## src/rtl/int_ctrl_pkg.sv

```systemverilog
// Shared definitions for the interrupt controller.
// Holds the cause index map, the default mask/repeat/entry constants and
// the controller state encoding. Imported by int_ctrl and its encoder.
package int_ctrl_pkg;

    // Number of cause lines and width of an encoded cause index.
    localparam int N_INT_DEF = 23;
    localparam int IL_W      = 5;

    // Cause indices. Lower index means higher priority.
    localparam int CAUSE_RST  = 0;
    localparam int CAUSE_ILL  = 1;
    localparam int CAUSE_MAL  = 2;
    localparam int CAUSE_PFF  = 3;
    localparam int CAUSE_PFLS = 4;
    localparam int CAUSE_TRAP = 5;
    localparam int CAUSE_OVF  = 6;
    localparam int CAUSE_EXT0 = 7;

    // Causes 0..5 cannot be masked; page faults are repeat type.
    localparam logic [N_INT_DEF-1:0] MASKABLE_DEF  = 23'h7F_FFC0;
    localparam logic [N_INT_DEF-1:0] REPEAT_DEF    = 23'h00_0018;
    localparam logic [31:0]          SISR_ADDR_DEF = 32'h0000_0000;

    // Controller states.
    typedef enum logic [1:0] {
        ST_RST  = 2'd0,
        ST_RUN  = 2'd1,
        ST_JISR = 2'd2,
        ST_HND  = 2'd3
    } state_t;

endpackage

```

## src/rtl/int_ctrl_prio.sv

```systemverilog
// Lowest-set-bit encoder.
// Ports:
//   vec - request vector, bit 0 has the highest priority
//   idx - index of the lowest set bit of vec (0 when vec is empty)
//   any - at least one bit of vec is set
module prio_enc
    import int_ctrl_pkg::*;
#(
    parameter int N = N_INT_DEF,
    parameter int W = IL_W
) (
    input  logic [N-1:0] vec,
    output logic [W-1:0] idx,
    output logic         any
);

    // Scan from the top down so the lowest set bit is the last one written.
    always_comb begin
        idx = {W{1'b0}};
        any = 1'b0;
        for (int i = N - 1; i >= 0; i--) begin
            if (vec[i]) begin
                idx = W'(i);
                any = 1'b1;
            end else begin
                idx = idx;
                any = any;
            end
        end
    end

endmodule

```

## src/rtl/int_ctrl.sv

```systemverilog
// Interrupt controller sequencing the SPR file on every interrupt.
// Gathers instruction causes and sticky external lines, applies the SR
// mask at instruction boundaries and fires a one-cycle jisr strobe with
// the cause vector, repeat flag and level captured by the SPR file.
// Ports:
//   clk, reset    - clock, synchronous active-high reset
//   instr_valid   - instruction boundary; qualifies cause_int, ovf, rfe
//   cause_int     - internal causes [5:1] (bit 0 unused)
//   ovf           - arithmetic overflow (cause 6)
//   ext_int       - external level lines, causes 22..7
//   sr            - status register mask bits
//   rfe           - completing instruction is return-from-exception
//   jisr          - one-cycle interrupt strobe
//   mca, rpt, il  - masked causes, repeat flag, lowest cause index
//   busy          - pipeline must hold
//   in_handler    - handler context
//   redirect_pc   - handler entry address
//   ext_ack       - external lines consumed, aligned with jisr
module int_ctrl
    import int_ctrl_pkg::*;
#(
    parameter int                N_INT     = N_INT_DEF,
    parameter logic [N_INT-1:0]  MASKABLE  = MASKABLE_DEF,
    parameter logic [N_INT-1:0]  REPEAT    = REPEAT_DEF,
    parameter logic [31:0]       SISR_ADDR = SISR_ADDR_DEF
) (
    input  logic                        clk,
    input  logic                        reset,
    input  logic                        instr_valid,
    input  logic [5:0]                  cause_int,
    input  logic                        ovf,
    input  logic [N_INT-CAUSE_EXT0-1:0] ext_int,
    input  logic [N_INT-1:0]            sr,
    input  logic                        rfe,
    output logic                        jisr,
    output logic [N_INT-1:0]            mca,
    output logic                        rpt,
    output logic [IL_W-1:0]             il,
    output logic                        busy,
    output logic                        in_handler,
    output logic [31:0]                 redirect_pc,
    output logic [N_INT-CAUSE_EXT0-1:0] ext_ack
);

    localparam int N_EXT = N_INT - CAUSE_EXT0;

    state_t           state_r;
    state_t           state_nxt;
    logic [N_EXT-1:0] pend_r;
    logic [N_INT-1:0] ca_s;
    logic [N_INT-1:0] m_s;
    logic [N_INT-1:0] lowest_s;
    logic [IL_W-1:0]  il_s;
    logic             fire_s;
    logic             rpt_s;
    logic [N_INT-1:0] mca_r;
    logic [N_INT-1:0] mca_nxt;
    logic [IL_W-1:0]  il_r;
    logic [IL_W-1:0]  il_nxt;
    logic             rpt_r;
    logic             rpt_nxt;
    logic             jisr_r;
    logic             busy_r;
    logic             in_handler_r;
    logic [N_EXT-1:0] ext_ack_r;

    // Raw cause vector. Instruction causes count only at a boundary;
    // cause_int[0] is a reserved tie-off and is forced to zero here.
    assign ca_s = {pend_r | ext_int,
                   ovf & instr_valid,
                   cause_int[5:1] & {5{instr_valid}},
                   cause_int[0] & 1'b0};

    // Maskable causes pass only with their sr bit set.
    assign m_s = ca_s & (~MASKABLE | sr);

    prio_enc #(
        .N (N_INT),
        .W (IL_W)
    ) u_prio (
        .vec (m_s),
        .idx (il_s),
        .any (fire_s)
    );

    // Only the highest-priority cause decides the repeat flag.
    assign lowest_s = m_s & (~m_s + N_INT'(1));
    assign rpt_s    = |(lowest_s & REPEAT);

    // Next-state and next capture values for the SPR interface.
    always_comb begin
        state_nxt = state_r;
        mca_nxt   = mca_r;
        il_nxt    = il_r;
        rpt_nxt   = rpt_r;
        case (state_r)
            ST_RST: begin
                state_nxt = ST_JISR;
                mca_nxt   = N_INT'(1);
                il_nxt    = {IL_W{1'b0}};
                rpt_nxt   = 1'b0;
            end
            ST_RUN: begin
                if (instr_valid && fire_s) begin
                    state_nxt = ST_JISR;
                    mca_nxt   = m_s;
                    il_nxt    = il_s;
                    rpt_nxt   = rpt_s;
                end else begin
                    state_nxt = ST_RUN;
                end
            end
            ST_JISR: begin
                state_nxt = ST_HND;
            end
            ST_HND: begin
                // A cause on the rfe instruction wins over the return.
                if (instr_valid && fire_s) begin
                    state_nxt = ST_JISR;
                    mca_nxt   = m_s;
                    il_nxt    = il_s;
                    rpt_nxt   = rpt_s;
                end else if (instr_valid && rfe) begin
                    state_nxt = ST_RUN;
                end else begin
                    state_nxt = ST_HND;
                end
            end
            default: begin
                state_nxt = ST_RST;
            end
        endcase
    end

    // State, capture registers and registered outputs derived from next state.
    always_ff @(posedge clk) begin
        if (reset) begin
            state_r      <= ST_RST;
            pend_r       <= {N_EXT{1'b0}};
            mca_r        <= {N_INT{1'b0}};
            il_r         <= {IL_W{1'b0}};
            rpt_r        <= 1'b0;
            jisr_r       <= 1'b0;
            busy_r       <= 1'b1;
            in_handler_r <= 1'b0;
            ext_ack_r    <= {N_EXT{1'b0}};
        end else begin
            state_r      <= state_nxt;
            // Lines acknowledged this cycle are consumed even if still high.
            pend_r       <= (pend_r | ext_int) & ~ext_ack_r;
            mca_r        <= mca_nxt;
            il_r         <= il_nxt;
            rpt_r        <= rpt_nxt;
            jisr_r       <= (state_nxt == ST_JISR);
            busy_r       <= (state_nxt == ST_RST) || (state_nxt == ST_JISR);
            in_handler_r <= (state_nxt == ST_HND);
            ext_ack_r    <= (state_nxt == ST_JISR) ? mca_nxt[N_INT-1:CAUSE_EXT0]
                                                   : {N_EXT{1'b0}};
        end
    end

    assign jisr        = jisr_r;
    assign mca         = mca_r;
    assign rpt         = rpt_r;
    assign il          = il_r;
    assign busy        = busy_r;
    assign in_handler  = in_handler_r;
    assign ext_ack     = ext_ack_r;
    assign redirect_pc = SISR_ADDR;

endmodule

```

## config.mk

```make
export PLATFORM = sky130hd
export DESIGN_NAME = int_ctrl
export DESIGN_NICKNAME = d
export VERILOG_FILES = /design/src/rtl/int_ctrl_pkg.sv /design/src/rtl/int_ctrl_prio.sv /design/src/rtl/int_ctrl.sv
export SDC_FILE = /design/constraint.sdc
export NUM_CORES = 1
export LEC_CHECK = 0
export CORE_MARGIN = 3
export CORE_UTILIZATION = 45
export CTS_BUF_LIST = sky130_fd_sc_hd__clkbuf_4
export DETAILED_ROUTE_END_ITERATION = 7
export MAX_ROUTING_LAYER = met4
export PLACE_DENSITY_LB_ADDON = 0.08
export SLEW_MARGIN = 20
export SYNTH_ARGS = -nofsm -noshare
export SYNTH_HDL_FRONTEND = slang
export SYNTH_SLANG_ARGS = --single-unit
```

## constraint.sdc

```tcl
create_clock -name clk -period 3.8 [get_ports clk]
set_input_delay 0.38 -clock clk [delete_from_list [all_inputs] [get_ports clk]]
set_output_delay 0.38 -clock clk [all_outputs]
set_load 0.01 [all_outputs]
```

Word-level counts from Yosys, hierarchy flattened:

Index checks and enable logic that the tools add are counted.

* word-level logic and storage cells: 92
* bits in writable memories: 0
* input port bits: 50
* bits in latches: 0
* memories: 0
* flip-flop bits (word level): 66
* ROM bits: 0
* output and inout bits: 80

* divide/modulo/power cells: 0
* bitwise logic cells: 9
* shifts and indexed selects: 0
* $add $sub $neg: 1
* order comparisons: 0
* equal/unequal tests: 6
* $mul: 0
* muxes and demuxes: 56
* reduce and logical (&&, ||, !) cells: 10

Operators with widths (number)
* $mux 5: 24
* $pmux 23 s2: 1
* $mux 1: 24
* $and 23x23->23: 1
* $mux 23: 1
* $and 16x16->16: 1
* $not 16->16: 1
* $or 16x16->16: 1
* $and 5x5->5: 2
* $pmux 5 s2: 1
* $eq 2x2->1 const B: 4
* $pmux 2 s4: 1
* $mux 2: 3
* $reduce_or 2->1: 3
* $add 5x1->5 const B: 1
* $not 5->5: 1
* $logic_not 2->1: 2
* $eq 2x1->1 const B: 1
* $logic_and 1x1->1: 2
* $ne 2x1->1 const B: 1
* $pmux 1 s2: 1
* $reduce_and 2->1: 1
* $reduce_bool 2->1: 1
* $and 1x1->1: 1
* other kinds (2): 2

Depth between registers and ports, before layout:

* word-level depth: 31
* mapped depth: 8
* depth with buffers taken out: 6

Hierarchy:

A second synthesis with hierarchy kept.

* cell total of the unflattened synthesis: 268
* area, all modules: 2606.2 sq um

By module, submodules not included
* int_ctrl: instances 1, cells each 223, seq. area each 1321.3 sq um, area an instance 2338.5 sq um
* prio_enc: instances 1, cells each 45, seq. area each 0.0 sq um, area an instance 267.8 sq um

Worst setup path after synthesis:

Ideal clock, no wire load.

* kind: input to register
* start point: in ext_int[8]
* end point: reg mca_r[17], in the netlist mca[17]
* arrival: 2.016 ns
* path slack: 1.662 ns
* cell stages on the path: 8
* required time: 3.678 ns
* path buffers: 2
* setup time: 0.122 ns
* cells stage by stage: o21ai_2 > nand4_2 > or4b_4 > buf_6 > o21bai_4 > buf_6 > nor2_1 > a311o_1

* longest elaborated chain between the ends: 21

Ends and longest elaborated chain
* start, declared: RTL line int_ctrl.sv:32 `input logic [N_INT-CAUSE_EXT0-1:0] ext_int,`
* $or 16x16->16: RTL line int_ctrl.sv:69 `assign ca_s = {pend_r | ext_int,`
* $and 23x23->23: RTL line int_ctrl.sv:75 `assign m_s = ca_s & (~MASKABLE | sr);`
* $mux 1 (16 in a row): RTL line int_ctrl_prio.sv:22 `if (vec[i]) begin`
* $logic_and 1x1->1: RTL line int_ctrl.sv:104, int_ctrl.sv:118
* $mux 23: RTL line int_ctrl.sv:104, int_ctrl.sv:118
* $pmux 23 s2: RTL line int_ctrl.sv:96 `case (state_r)`
* end signal, assigned: RTL line int_ctrl.sv:140 `mca_r <= {N_INT{1'b0}};`
* end signal, assigned: RTL line int_ctrl.sv:151 `mca_r <= mca_nxt;`
* end, declared: RTL line int_ctrl.sv:56 `logic [N_INT-1:0] mca_r;`

No other way between the ends. The select of a mux whose other input is x is not followed.
A chain may end at the register's enable or synchronous reset.

Worst setup path after layout:

* start point: in ext_int[12]
* end point: reg mca_r[14], in the netlist mca[14]

* longest elaborated chain between the ends: 25

Ends and longest elaborated chain (RTL line)
* $or 16x16->16: int_ctrl.sv:69
* $and 23x23->23: int_ctrl.sv:75
* $mux 1 (20 in a row): int_ctrl_prio.sv:22
* $logic_and 1x1->1: int_ctrl.sv:104, int_ctrl.sv:118
* $mux 23: int_ctrl.sv:104, int_ctrl.sv:118
* $pmux 23 s2: int_ctrl.sv:96

No other way between the ends. The select of a mux whose other input is x is not followed.

==> summary.md <==
| Metric | Value |
|---|---|
| Status | `completed` |
| Setup WS pre-CTS | `0.8218 ns` |
| Mapped cell area | `about 2700 µm²` |
| Final Util | `0.6519` |
| Worst setup SP type | `input pin` |
| Cell breakdown of the critical path | `clkdlybuf4s50_1 -> o21ai_4 -> nand4_1 -> or4_1 -> o21bai_4 -> nor2_1 -> a311o_1` |
| Crit path from | `ext_int[12]` |
| Leakage power | `1.513 nW` |
| Fin area | `between 3000 and 4000 µm²` |
| Synth unique cells | `40` |
| Total gr overflow | `0` |
| Reg area | `~1300 µm²` |
| Crit end category | `register` |
| Setup Buffers After CTS | `0` |
| Final setup margin | `1.239 ns` |
| Setup Crit Path Kind | `input pin to register` |
| Final-report max-slew violation count | `0` |
| Hold crit path type | `register to register` |
| Post-synthesis compound-gate area fraction | `0.2192` |
| WHS Path Cells | `1` |
| Deepest clock path buffer count | `2` |
| Synth Area in Adders | `0` |
| Post-Synth Simple-Gate Area | `0.1727` |
| Final-report hold violation count | `0` |
| Seq cells post-synth | `66` |
| Post-route insts no fill | `about 450` |
| Initial core utilization | `0.4788` |
| RR Startpoint | `pend_r[14]` |
| Slew headroom | `0.5192` |
| Tot GR Track Use | `0.1984` |
| Post-route clock skew | `around 0.014 ns` |
| Peak VDD IR | `204.2 µV` |
| Critical path buffers and inverters | `1` |
| Largest family of logic cells by synthesized area | `compound AO/OA/AOI/OAI gates` |
| Vias/cell | `between 5 and 6` |
| Post-route ant nets | `0` |
| Share of cells above drive strength 1 | `0.1008` |
| Core ar. | `approximately 5700 µm²` |
| Avg Cell Area, Syn | `9.671 µm²` |
| TritonRoute pass-1 iters | `4` |
| Slowest cell on the critical path | `or4_1` |
| YS warnings | `0` |
| Die height | `about 84 µm` |
| Routability Congestion | `roughly 0.86` |
| CP top delay family | `compound AO/OA/AOI/OAI gates` |
| CTS tree | `done` |
| H-tree levels | `3` |
| Clock Tree Root | `clkbuf_4` |
| CTS Hold Bufs | `0` |
| Die area | `7007 µm²` |
| Initial drt markers | `between 90 and 100` |
| Mapped Cells | `281` |
| Post-CTS Resized | `0` |
| Vias in the first global route | `2186` |
| DR DRC count | `0` |
| Via count | `approximately 2400` |
| Num CTS Buffers | `9` |
| Worst reg2reg setup slack | `1.38 ns` |
| Initial antenna violation count | `0` |
| Largest net degree at the start of global routing | `22` |
| Clk sinks | `66` |
| Register area share after synthesis | `0.4862` |
| Max Cap Viol | `0` |
| WHS Endpoint | `pend_r[8]` |
| Port Buf Inserts | `90` |
| Global-route wire length before repair | `roughly 11000 µm` |
| Fin nets | `about 420` |
| DP Cell Count | `433` |
| Crit path DAT | `approximately 2.8 ns` |
| DP HPWL | `approximately 5000 µm` |
| F_max | `slightly below 400 MHz` |
| Critical path's largest stage delay | `0.68 ns` |
| Setup TNS | `0 ns` |
| Xor-xnor portion of the synthesized cell area | `0` |
| Length in cells of the worst reg-to-reg path | `6` |
| WL final | `6595 µm` |
| Wire per inst | `about 15 µm` |
| Hold WS | `0.4214 ns` |
| Site Rows | `27` |
| Minimum clock period | `2.561 ns` |
| Crit-path max FO | `17` |
| Worst EP required | `between 4 and 5 ns` |
| Die Width | `around 84 µm` |
| Power per cell area | `around 400 nW/µm²` |
| Final setup viols | `0` |
| Final period utilization | `0.6739` |
| Area used by multi-input combinational logic | `around 1200 µm²` |
| Clock-pin slew on the worst setup and hold paths | `0.09 ns` |
| Hold path start | `ext_ack[8]` |
| IO Count | `between 100 and 150` |
| Area growth syn-to-layout | `36.14%` |
| Mux contribution to synthesized area | `0` |
| Worst slew pin tran | `0.7196 ns` |
| RSZ-0062 raised after global routing | `no` |
| Worst r2r dst | `mca[14]` |
| Antenna cells | `0` |
| Filler cells | `about 510` |
| Post-DP Area | `3538 µm²` |
| Later-pin clock latency in the skew report | `0.39 ns` |
| Tot Pwr | `between 1 and 1.5 mW` |
## placed cells by master, fill, tap and decap left out, types with 3 or more instances in the layout
cell	count
a22o_1	7
a311o_1	9
dfxtp_1	66
a21oi_1	6
nor2_1	36
nor2b_1	4
nand3_1	6
inv_1	5
nor3_1	17
nand2_1	8
clkdlybuf4s50_1	90
clkbuf_4	13
o21ai_2	13
buf_4	3
and4_1	9
a31oi_1	3
o21ai_0	8
conb_1	32
a32o_1	4
o21ai_1	3
o21a_1	4
a21o_1	8
## kinds of logic after synthesis
logic type             Yosys count
and+or+nand+nor                 91
AOI/OAI and AO/OA               74
DFF                             66
buffers and inverters           49
other                            1
## cells in the mapped netlist (all sizes together)
master	number	area share
o31ai	1	0.0028
a21o	8	0.022
or4	1	0.0028
a32o	4	0.015
o21a	4	0.011
clkbuf	5	0.0069
and3	2	0.0046
buf	39	0.11
o311a	1	0.0037
a211oi	1	0.0028
nand3	6	0.011
inv	5	0.0069
a21oi	6	0.011
and4	9	0.029
nand4	3	0.0092
a31oi	3	0.0069
o2bb2ai	1	0.0032
dfxtp	66	0.49
o21ai	25	0.068
o21bai	1	0.0069
a311o	9	0.033
nor3b	1	0.0028
nand2b	1	0.0023
or4b	1	0.0051
nor3	17	0.031
nor2	38	0.054
conb	1	0.0014
nand2	8	0.011
o211ai	3	0.010
a22o	7	0.023
nor2b	4	0.0092
## layer usage
metal,vias up,track usage,part of all wire
met5,-,-,0
met4,0,0.08333,0.020
met3,15,0.06318,0.082
met2,105,0.3080,0.47
met1,1098,0.2377,0.43
li1,1137,-,-
## power by group
part / total, mW / internal, mW / switching, mW
clock network: 0.521 / 0.296 / 0.225
logic: 0.208 / 0.100 / 0.108
registers: 0.740 / 0.720 / 0.0196
## sequential cells by signal (all words and copies together) (netlist names)
signal and flops:
in_handler 1, jisr 1, mca 23, pend_r 16, ext_ack 16, busy 1
rpt 1, il 5, state_r 2
## worst max-delay path by stage
stage               endpoint  slack, ns  depth (start not counted)
detailed placement   mca[11]       0.82                          7
floorplan            mca[17]       1.66                          8
global route         mca[14]       1.09                          7
CTS                  mca[11]       1.25                          7
global placement     mca[14]       0.83                          7
finish               mca[14]       1.24                          7
## cell type report
| cell class | count | share of cell area |
|---|---|---|
| clock inverter | 3 | 0.01725 |
| clock buffer | 13 | 0.02638 |
| tap | 72 | 0.02435 |
| sequential | 66 | 0.3571 |
| timing repair buffer | 93 | 0.2496 |
| multi-input combinational | 197 | 0.3203 |
| inverter | 5 | 0.005073 |
(Power assumes the default switching activity.)
